## config.mk

```make
export PLATFORM = sky130hd
export DESIGN_NAME = wb_write_arbiter
export DESIGN_NICKNAME = d
export VERILOG_FILES = /design/src/rtl/wb_write_arbiter.sv
export SDC_FILE = /design/constraint.sdc
export NUM_CORES = 1
export LEC_CHECK = 0
export ABC_AREA = 1
export CAP_MARGIN = 5
export CORE_MARGIN = 2
export CORE_UTILIZATION = 28
export DETAILED_ROUTE_END_ITERATION = 10
export GPL_ROUTABILITY_DRIVEN = 0
export PLACE_DENSITY = 0.58
export SLEW_MARGIN = 20
export SYNTH_ARGS = -nofsm -noshare
export SYNTH_HDL_FRONTEND = slang
export SYNTH_SLANG_ARGS = --single-unit
```

## constraint.sdc

```tcl
create_clock -name clk -period 5.4 [get_ports clk]
set_clock_uncertainty 0.2 [all_clocks]
set_input_delay 1.08 -clock clk [delete_from_list [all_inputs] [get_ports clk]]
set_output_delay 1.08 -clock clk [all_outputs]
set_load 0.02 [all_outputs]
```

## src/rtl/wb_write_arbiter.sv

```systemverilog
// Writeback arbiter for the register file's single write port: merges the in-order
// ALU stream with buffered load returns and flags reads of registers with writes pending.
module wb_write_arbiter #(
    parameter int DATA_W       = 32,
    parameter int ADDR_W       = 5,
    parameter int FIFO_DEPTH   = 2,
    parameter int STARVE_LIMIT = 4,
    parameter int ZERO_DISCARD = 1
) (
    input  logic                          clk,
    input  logic                          rst_n,
    input  logic                          alu_valid,
    input  logic [ADDR_W-1:0]             alu_rd,
    input  logic [DATA_W-1:0]             alu_data,
    input  logic                          ld_valid,
    input  logic [ADDR_W-1:0]             ld_rd,
    input  logic [DATA_W-1:0]             ld_data,
    output logic                          ld_ready,
    output logic                          stall_alu,
    input  logic [ADDR_W-1:0]             RA,
    input  logic [ADDR_W-1:0]             RB,
    output logic                          hazard_a,
    output logic                          hazard_b,
    output logic [ADDR_W-1:0]             RW,
    output logic [DATA_W-1:0]             Bus_W,
    output logic                          reg_write,
    output logic [$clog2(FIFO_DEPTH):0]   fifo_count
);

    localparam int PTR_W = $clog2(FIFO_DEPTH);
    localparam int CNT_W = PTR_W + 1;
    localparam int SW    = $clog2(STARVE_LIMIT + 1);

    logic [ADDR_W-1:0] fifo_rd_q   [FIFO_DEPTH];
    logic [DATA_W-1:0] fifo_data_q [FIFO_DEPTH];

    logic [PTR_W-1:0]  wr_ptr_q, wr_ptr_d;
    logic [PTR_W-1:0]  rd_ptr_q, rd_ptr_d;
    logic [CNT_W-1:0]  count_q, count_d;
    logic [SW-1:0]     starve_q, starve_d;
    logic              stall_q, stall_d;
    logic              wr_q, wr_d;
    logic [ADDR_W-1:0] rw_q, rw_d;
    logic [DATA_W-1:0] bus_q, bus_d;

    logic              push, pop, alu_acc, fifo_empty, sel_any, discard;
    logic [ADDR_W-1:0] sel_rd;
    logic [DATA_W-1:0] sel_data;
    logic [FIFO_DEPTH-1:0] ent_vld;

    // Ready comes from the registered count only, so a same-cycle pop never frees a full FIFO.
    assign ld_ready   = rst_n & (count_q < CNT_W'(FIFO_DEPTH));
    assign stall_alu  = stall_q;
    assign reg_write  = wr_q;
    assign RW         = rw_q;
    assign Bus_W      = bus_q;
    assign fifo_count = count_q;

    always_comb begin
        push       = ld_valid & ld_ready;
        fifo_empty = (count_q == '0);
        alu_acc    = alu_valid & ~stall_q;
        pop        = ~fifo_empty & (stall_q | ~alu_valid);
        sel_any    = pop | alu_acc;
        sel_rd     = pop ? fifo_rd_q[rd_ptr_q]   : alu_rd;
        sel_data   = pop ? fifo_data_q[rd_ptr_q] : alu_data;
        discard    = (ZERO_DISCARD != 0) && (sel_rd == '0);

        wr_d  = sel_any & ~discard;
        rw_d  = wr_d ? sel_rd   : rw_q;
        bus_d = wr_d ? sel_data : bus_q;

        wr_ptr_d = push ? wr_ptr_q + PTR_W'(1) : wr_ptr_q;
        rd_ptr_d = pop  ? rd_ptr_q + PTR_W'(1) : rd_ptr_q;
        count_d  = count_q + CNT_W'(push) - CNT_W'(pop);

        if (fifo_empty || pop)
            starve_d = '0;
        else if (starve_q == SW'(STARVE_LIMIT))
            starve_d = starve_q;
        else
            starve_d = starve_q + SW'(1);
        stall_d = (starve_d == SW'(STARVE_LIMIT));
    end

    always_comb begin
        ent_vld  = '0;
        hazard_a = 1'b0;
        hazard_b = 1'b0;
        for (int i = 0; i < FIFO_DEPTH; i++) begin
            logic [PTR_W-1:0] off;
            off        = PTR_W'(i) - rd_ptr_q;
            ent_vld[i] = ({1'b0, off} < count_q);
            if (ent_vld[i] && fifo_rd_q[i] == RA) hazard_a = 1'b1;
            if (ent_vld[i] && fifo_rd_q[i] == RB) hazard_b = 1'b1;
        end
        if (wr_q && rw_q == RA) hazard_a = 1'b1;
        if (wr_q && rw_q == RB) hazard_b = 1'b1;
        if (ZERO_DISCARD != 0 && RA == '0) hazard_a = 1'b0;
        if (ZERO_DISCARD != 0 && RB == '0) hazard_b = 1'b0;
    end

    // Payload storage needs no reset; validity is tracked by the pointers and count.
    always_ff @(posedge clk) begin
        if (push) begin
            fifo_rd_q[wr_ptr_q]   <= ld_rd;
            fifo_data_q[wr_ptr_q] <= ld_data;
        end
    end

    always_ff @(posedge clk or negedge rst_n) begin
        if (!rst_n) begin
            wr_ptr_q <= '0;
            rd_ptr_q <= '0;
            count_q  <= '0;
            starve_q <= '0;
            stall_q  <= 1'b0;
            wr_q     <= 1'b0;
            rw_q     <= '0;
            bus_q    <= '0;
        end else begin
            wr_ptr_q <= wr_ptr_d;
            rd_ptr_q <= rd_ptr_d;
            count_q  <= count_d;
            starve_q <= starve_d;
            stall_q  <= stall_d;
            wr_q     <= wr_d;
            rw_q     <= rw_d;
            bus_q    <= bus_d;
        end
    end

endmodule
```

==> summary.txt, run 1 <==
Synthesis
  – Post-Synth XOR/XNOR Area: 0.02247
  – Top-count cell post-synth: nand2_1
  – Main flop type after synthesis: edfxtp_1
  – Most frequent cells after synthesis: nand2_1, edfxtp_1, nor2_1
  – Post-synthesis compound-gate area fraction: 0.06443
  – Simple logic cell fraction of the synthesized area: 0.2282
  – Asr flop ratio synth: 0.3833
  – Cell area after synthesis: 5456 um^2
  – Sequential-to-total area share from yosys stat: 0.6182
  – Mux cell area share after synthesis: 0
  – Share of the synthesized area in the top cell type: 0.4072
  – Largest family of logic cells by synthesized area: simple AND/OR/NAND/NOR gates
  – Area contributors post-synth: edfxtp_1, dfrtp_1, nand2_1
  – Yosys top cell by area: edfxtp_1
  – Yosys warning count: 0
  – Synth Instances: 569
  – Synth Register Bits: 120
  – Syn Nets: 661
  – Adder-Cell Fraction of Synth Area: 0.009172
  – Mean post-synth cell area: 9.590 um^2
  – EDFF count, synth: 74
  – Unique cell type count in the Yosys netlist: 26

Layout
  – ANT cells: 0
  – Fillers: about 2k
  – Share of cells above drive strength 1: 0.08951
  – Area delta synth->final: 40.54%
  – Nets: 794

Setup path
  – WP buf/inv: 4
  – RR Startpoint: rd_ptr_q
  – Reg2Reg Depth: 10
  – CP Cell Sequence: clkdlybuf4s50_1, inv_1, nor2_1, nor3_1, nand3_1, nand3_1, nand2_1, inv_1, clkdlybuf4s50_1
  – Worst Setup Start Kind: input port
  – Reg2reg end: RW[2]
  – Critical Path RT: ~4100 ps
  – WS Path Type: in -> out
  – Crit path max fanout: 5
  – Crit path arrival time: about 2800 ps
  – Slowest cell on the critical path: clkdlybuf4s50_1
  – Crit-path max cell delay: 590 ps
  – CP Capture Type: primary output
  – Worst Setup SP: RB[2]
  – CP top delay family: buffers and inverters
  – Flop2flop setup slack: 2530 ps

GRT
  – Gr usage total: 0.1511
  – Antenna violations before repair: 0
  – Total gr overflow: 0
  – Number of global-route vias before repair: 4186
  – Largest net degree at the start of global routing: 54
  – Global-route wire length before repair: 23120 um

Floorplan
  – Starting Density: 0.2831
  – Die area: 20620 um^2
  – Die height: ~140 um
  – Chip Width: roughly 140 um
  – # IOs: about 130
  – Core ar.: a little under 20000 um^2
  – # rows: 51

Drt
  – Drt initial violations: 223
  – DRT antenna net count: 0
  – Drt via density: 4.450
  – DRC viols: 0
  – Drt pass-1 iters: 4
  – Vias: 4361
  – DR WL/cell: 14.97 um
  – Routed wire length: roughly 15000 um

Job
  – Max cap viols: 0

Clock network
  – Sink Count: 120
  – Cts repair resizes: 0
  – Clock-pin slew on the worst setup and hold paths: about 50 ps
  – Cts bufs inserted: 17
  – CTS Buffer Depth: 2
  – H-tree Lvls: 4
  – Post CTS Setup Buffer Count: 0
  – Root Buffer: clkbuf_16
  – TritonCTS clock tree: built
  – Clk_lat worst skew: 410 ps
  – Hold_buf cts: 0

STA
  – Fmax: 0.2432 GHz
  – Max Transition Viols Final: 0
  – Endpoints failing setup: 0
  – Worst slew margin: 0.4420
  – RSZ-0062 raised after global routing: no
  – Final min period: 4111 ps
  – Final Cycle Share: 0.7613
  – Worst Slack Setup Final: 1289 ps
  – Setup TNS Final: 0 ps
  – Final Hold Vio Count: 0
  – Slew @ Worst Pin: 834.0 ps

Pwr
  – Total power divided by cell area: approximately 530 nW/um^2
  – Max VDD drop: 0.0002345 V
  – Leak pwr: 3.197 nW

Placed design
  – DP Worst Slack: ~1300 ps
  – Dpl hpwl: between 9000 and 10000 um
  – # port buffers: between 100 and 150

Hold path
  – Worst hold path stage count: 2
  – Hold EP: Bus_W[29]
  – Hold WC Path Type: reg -> reg
  – Min-delay src: Bus_W[29]

Run status
  – Status: finished clean
[sequential cells by signal, summed over array words and instances (netlist names)]
register,cells
fifo_data_q,64
Bus_W,32
fifo_rd_q,10
RW,5
starve_q,3
fifo_count,2
rd_ptr_q,1
reg_write,1
stall_alu,1
wr_ptr_q,1
[worst reg2reg max path, cell delays in order (launching register included)]
cell and delay [ps]:
dfrtp_2 400, inv_2 580, nand2_1 110, nand2_1 110
nand2_1 70, nand2_1 120, nand3_1 120, o21bai_4 620
buf_4 330, nand2_1 80, nand2_1 60
[metrics by stage]
step | power [mW] | utilization | hold WS, ps | cell area (um^2) | instances
global placement | 2.905 | 0.3651 | 254.8 | 7037 | 948
CTS | 4.133 | 0.3979 | 271.9 | 7669 | 980
detailed placement | 2.920 | 0.3651 | 257.4 | 7037 | 948
global route | 4.347 | 0.3979 | 292.8 | 7669 | 980
finish | 4.069 | 0.3979 | 268.7 | 7669 | 980
floorplan | 2.265 | - | 332.5 | 5456 | 569
[kinds of logic after synthesis]
kind of cell	count (synthesis)
AO/OA/AOI/OAI	58
XOR/XNOR	14
adder cells (fa/ha/maj)	4
buffers and inverters	72
flip-flops	120
AND/OR/NAND/NOR	301
[how the worst max path moves through the flow]
| stage | endpoint | slack, ps | depth (start not counted) |
|---|---|---|---|
| after floorplan | fifo_data_q[0][0] | 1560 | 4 |
| after global placement | hazard_b | 1290 | 9 |
| after detailed placement | hazard_b | 1280 | 9 |
| after CTS | hazard_b | 1260 | 9 |
| after global routing | hazard_a | 1140 | 9 |
| final | hazard_b | 1290 | 9 |
[cell usage in the layout, fill, tap and decap left out, types with 12 or more instances in the layout]
master	n
inv_1	42
dfrtp_1	45
a31oi_1	32
clkdlybuf4s50_1	130
nand2_1	172
nor2_1	57
edfxtp_1	74
nand2_2	12
xor2_1	13
nand3_1	48
clkbuf_16	17
[per-layer routing]
layer	part of all wire	vias to the layer above	track usage
met1	0.45	2062	0.1933
met2	0.49	127	0.2511
met5	0	-	0
met4	0.014	0	0.04644
li1	-	2159	-
met3	0.052	13	0.03965
[report_power, final]
group | total [mW] | internal, mW | switching, mW
clock | 1.20 | 0.797 | 0.401
combinational | 1.50 | 0.608 | 0.889
sequential | 1.37 | 1.21 | 0.159
total | 4.07 | 2.62 | 1.45
[area by class of cell]
class / count / area, um^2 / area share
clock inverter: 11 / 171.4 / 0.02235
tap: 265 / 331.6 / 0.04324
inverter: 48 / 180.2 / 0.02349
sequential: 120 / 3374 / 0.4400
clock buffer: 21 / 460.4 / 0.06004
timing repair buffer: 138 / 1359 / 0.1772
multi-input combinational: 377 / 1792 / 0.2336
Power figures use the tool's default switching activity.
==> run 2, diff against run 1 <==
==> constraint.sdc (replaced) <==
create_clock -name clk -period 4.02 [get_ports clk]
set_clock_uncertainty 0.2 [all_clocks]
set_input_delay 0.804 -clock clk [delete_from_list [all_inputs] [get_ports clk]]
set_output_delay 0.804 -clock clk [all_outputs]
set_load 0.02 [all_outputs]
==> run 2 against run 1 <==
Combinational power grew 35%. Power up 37%. Register-to-register slack worse by 1200 ps. Final cell count up 0.31%. Critical path type unchanged. Sequential share of layout area down 0.47 points. Highest routed layer unchanged. Die area unchanged.
==> summary.txt, run 2 (synthesized netlist as in run 1, its figures left out) <==
Clock network
  – Clock-pin slew on the worst setup and hold paths: 50 ps
  – Clk_lat worst skew: 410 ps
  – Cts repair resizes: 0
  – Sink Count: 120
  – Hold_buf cts: 0
  – Root Buffer: clkbuf_16
  – Post CTS Setup Buffer Count: 0
  – CTS Buffer Depth: 2
  – Cts bufs inserted: 17
  – H-tree Lvls: 4
  – TritonCTS clock tree: built

Setup path
  – Reg2Reg Depth: 11
  – Crit path to: hazard_b
  – CP Cell Sequence: clkdlybuf4s50_1, inv_1, nor2_1, nor3_1, nand3_1, nand3_1, nand2_1, inv_1, clkdlybuf4s50_1
  – Crit-path max cell delay: 590 ps
  – WS Path Type: in -> out
  – Crit path arrival time: 2580 ps
  – CP top delay family: buffers and inverters
  – Slowest cell on the critical path: clkdlybuf4s50_1
  – Flop2flop setup slack: 1360 ps
  – Crit path max fanout: 4
  – Worst Setup SP: RB[0]
  – Worst Setup Start Kind: input port
  – CP Capture Type: primary output
  – WP buf/inv: 4
  – Critical Path RT: approximately 3000 ps
  – Reg2reg end: Bus_W[2]
  – WP depth: 9
  – RR Startpoint: rd_ptr_q

Floorplan
  – # rows: 51
  – Die height: 143.6 um
  – Core ar.: about 19000 um^2
  – # IOs: about 130
  – Chip Width: approximately 140 um
  – Die area: 20620 um^2
  – Starting Density: 0.2831

STA
  – Setup TNS Final: 0 ps
  – Worst slew margin: 0.4412
  – Max Transition Viols Final: 0
  – Final min period: 3584 ps
  – Slew @ Worst Pin: between 800 and 900 ps
  – Final Cycle Share: 0.8916
  – Fin Hold WS: around 270 ps
  – Endpoints failing setup: 0
  – RSZ-0062 raised after global routing: no
  – Final Hold Vio Count: 0
  – Fmax: approximately 0.28 GHz

GRT
  – Global-route wire length before repair: 23050 um
  – Gr usage total: 0.1496
  – Largest net degree at the start of global routing: 47
  – Total gr overflow: 0
  – Number of global-route vias before repair: 4224
  – Antenna violations before repair: 0

Drt
  – Routed wire length: 14930 um
  – Drt initial violations: 201
  – DR WL/cell: 15.19 um
  – Drt pass-1 iters: 4
  – Drt via density: 4.428
  – DRT antenna net count: 0
  – Vias: 4353
  – DRC viols: 0

Layout
  – Share of cells above drive strength 1: 0.09471
  – Most common cell after layout, fill and taps aside: nand2_1
  – Commonest cells after routing, fill and taps aside: nand2_1, clkdlybuf4s50_1, edfxtp_1, nor2_1, nand3_1
  – ANT cells: 0
  – Max FFs per register: 64
  – Fillers: 1944
  – Biggest register: fifo_data_q
  – Nets: approximately 800
  – Final core occ: 0.4022
  – Area delta synth->final: 42.05%

Hold path
  – Min-delay src: Bus_W[29]
  – Hold WC Path Type: reg -> reg

Run status
  – Status: finished clean

Pwr
  – Max VDD drop: slightly above 0.0003 V
  – Total power divided by cell area: ~700 nW/um^2
  – Pwr Total: 5.557 mW
  – Leak pwr: 3.225 nW

Placed design
  – # port buffers: roughly 130
  – Dpl hpwl: just under 10000 um

Job
  – Max cap viols: 0
## run 2: cell types whose count changed in the layout (fill, tap and decap cells not counted)
cell,delta
bufinv_16,+1
clkbuf_1,-1
buf_12,+3
clkinvlp_4,+3
clkinv_4,-3
## run 2: worst min-delay path, stage by stage, from the launching register on
cell     delay (ps)
dfrtp_1         340
nand2_1          50
nand2_1          40
## run 2: layer usage
metal / wire [um] / track usage / share of wire
met2: 7371 / 0.2516 / 0.49
met5: 0 / 0 / 0
met4: 173 / 0.05366 / 0.012
met3: 657 / 0.02732 / 0.044
met1: 6730 / 0.1931 / 0.45
## run 2: cell type report
| cell class | instances | area, um^2 | area share |
|---|---|---|---|
| Inverter | 48 | 180.2 | 0.02324 |
| Clock inverter | 12 | 197.7 | 0.02550 |
| Multi-Input combinational cell | 377 | 1792 | 0.2312 |
| Tap cell | 265 | 331.6 | 0.04278 |
| Clock buffer | 20 | 456.7 | 0.05892 |
| Sequential cell | 120 | 3374 | 0.4354 |
| Timing Repair Buffer | 141 | 1419 | 0.1831 |
## run 2: report_power, final
| group | leakage [nW] | switching (mW) | internal, mW |
|---|---|---|---|
| registers | 1.21 | 0.237 | 1.63 |
| logic | 1.71 | 1.18 | 0.837 |
| clock network | 0.304 | 0.539 | 1.13 |
## run 2: how the worst min path moves through the flow
stage                            to  slack, ps  depth (start not counted)
final                     Bus_W[29]        270                          2
after global placement    Bus_W[29]        260                          2
after floorplan            Bus_W[0]        310                          0
after global routing       Bus_W[8]        290                          2
after detailed placement  Bus_W[29]        260                          2
after CTS                 Bus_W[29]        270                          2
## run 2: through the flow
stage | instances | instance area, um^2 | setup slack [ps]
floorplan | 569 | 5456 | 455.8
global placement | 951 | 7097 | 464.5
detailed placement | 951 | 7097 | 440.3
CTS | 983 | 7751 | 438.2
global route | 983 | 7751 | 307.8
finish | 983 | 7751 | 435.8
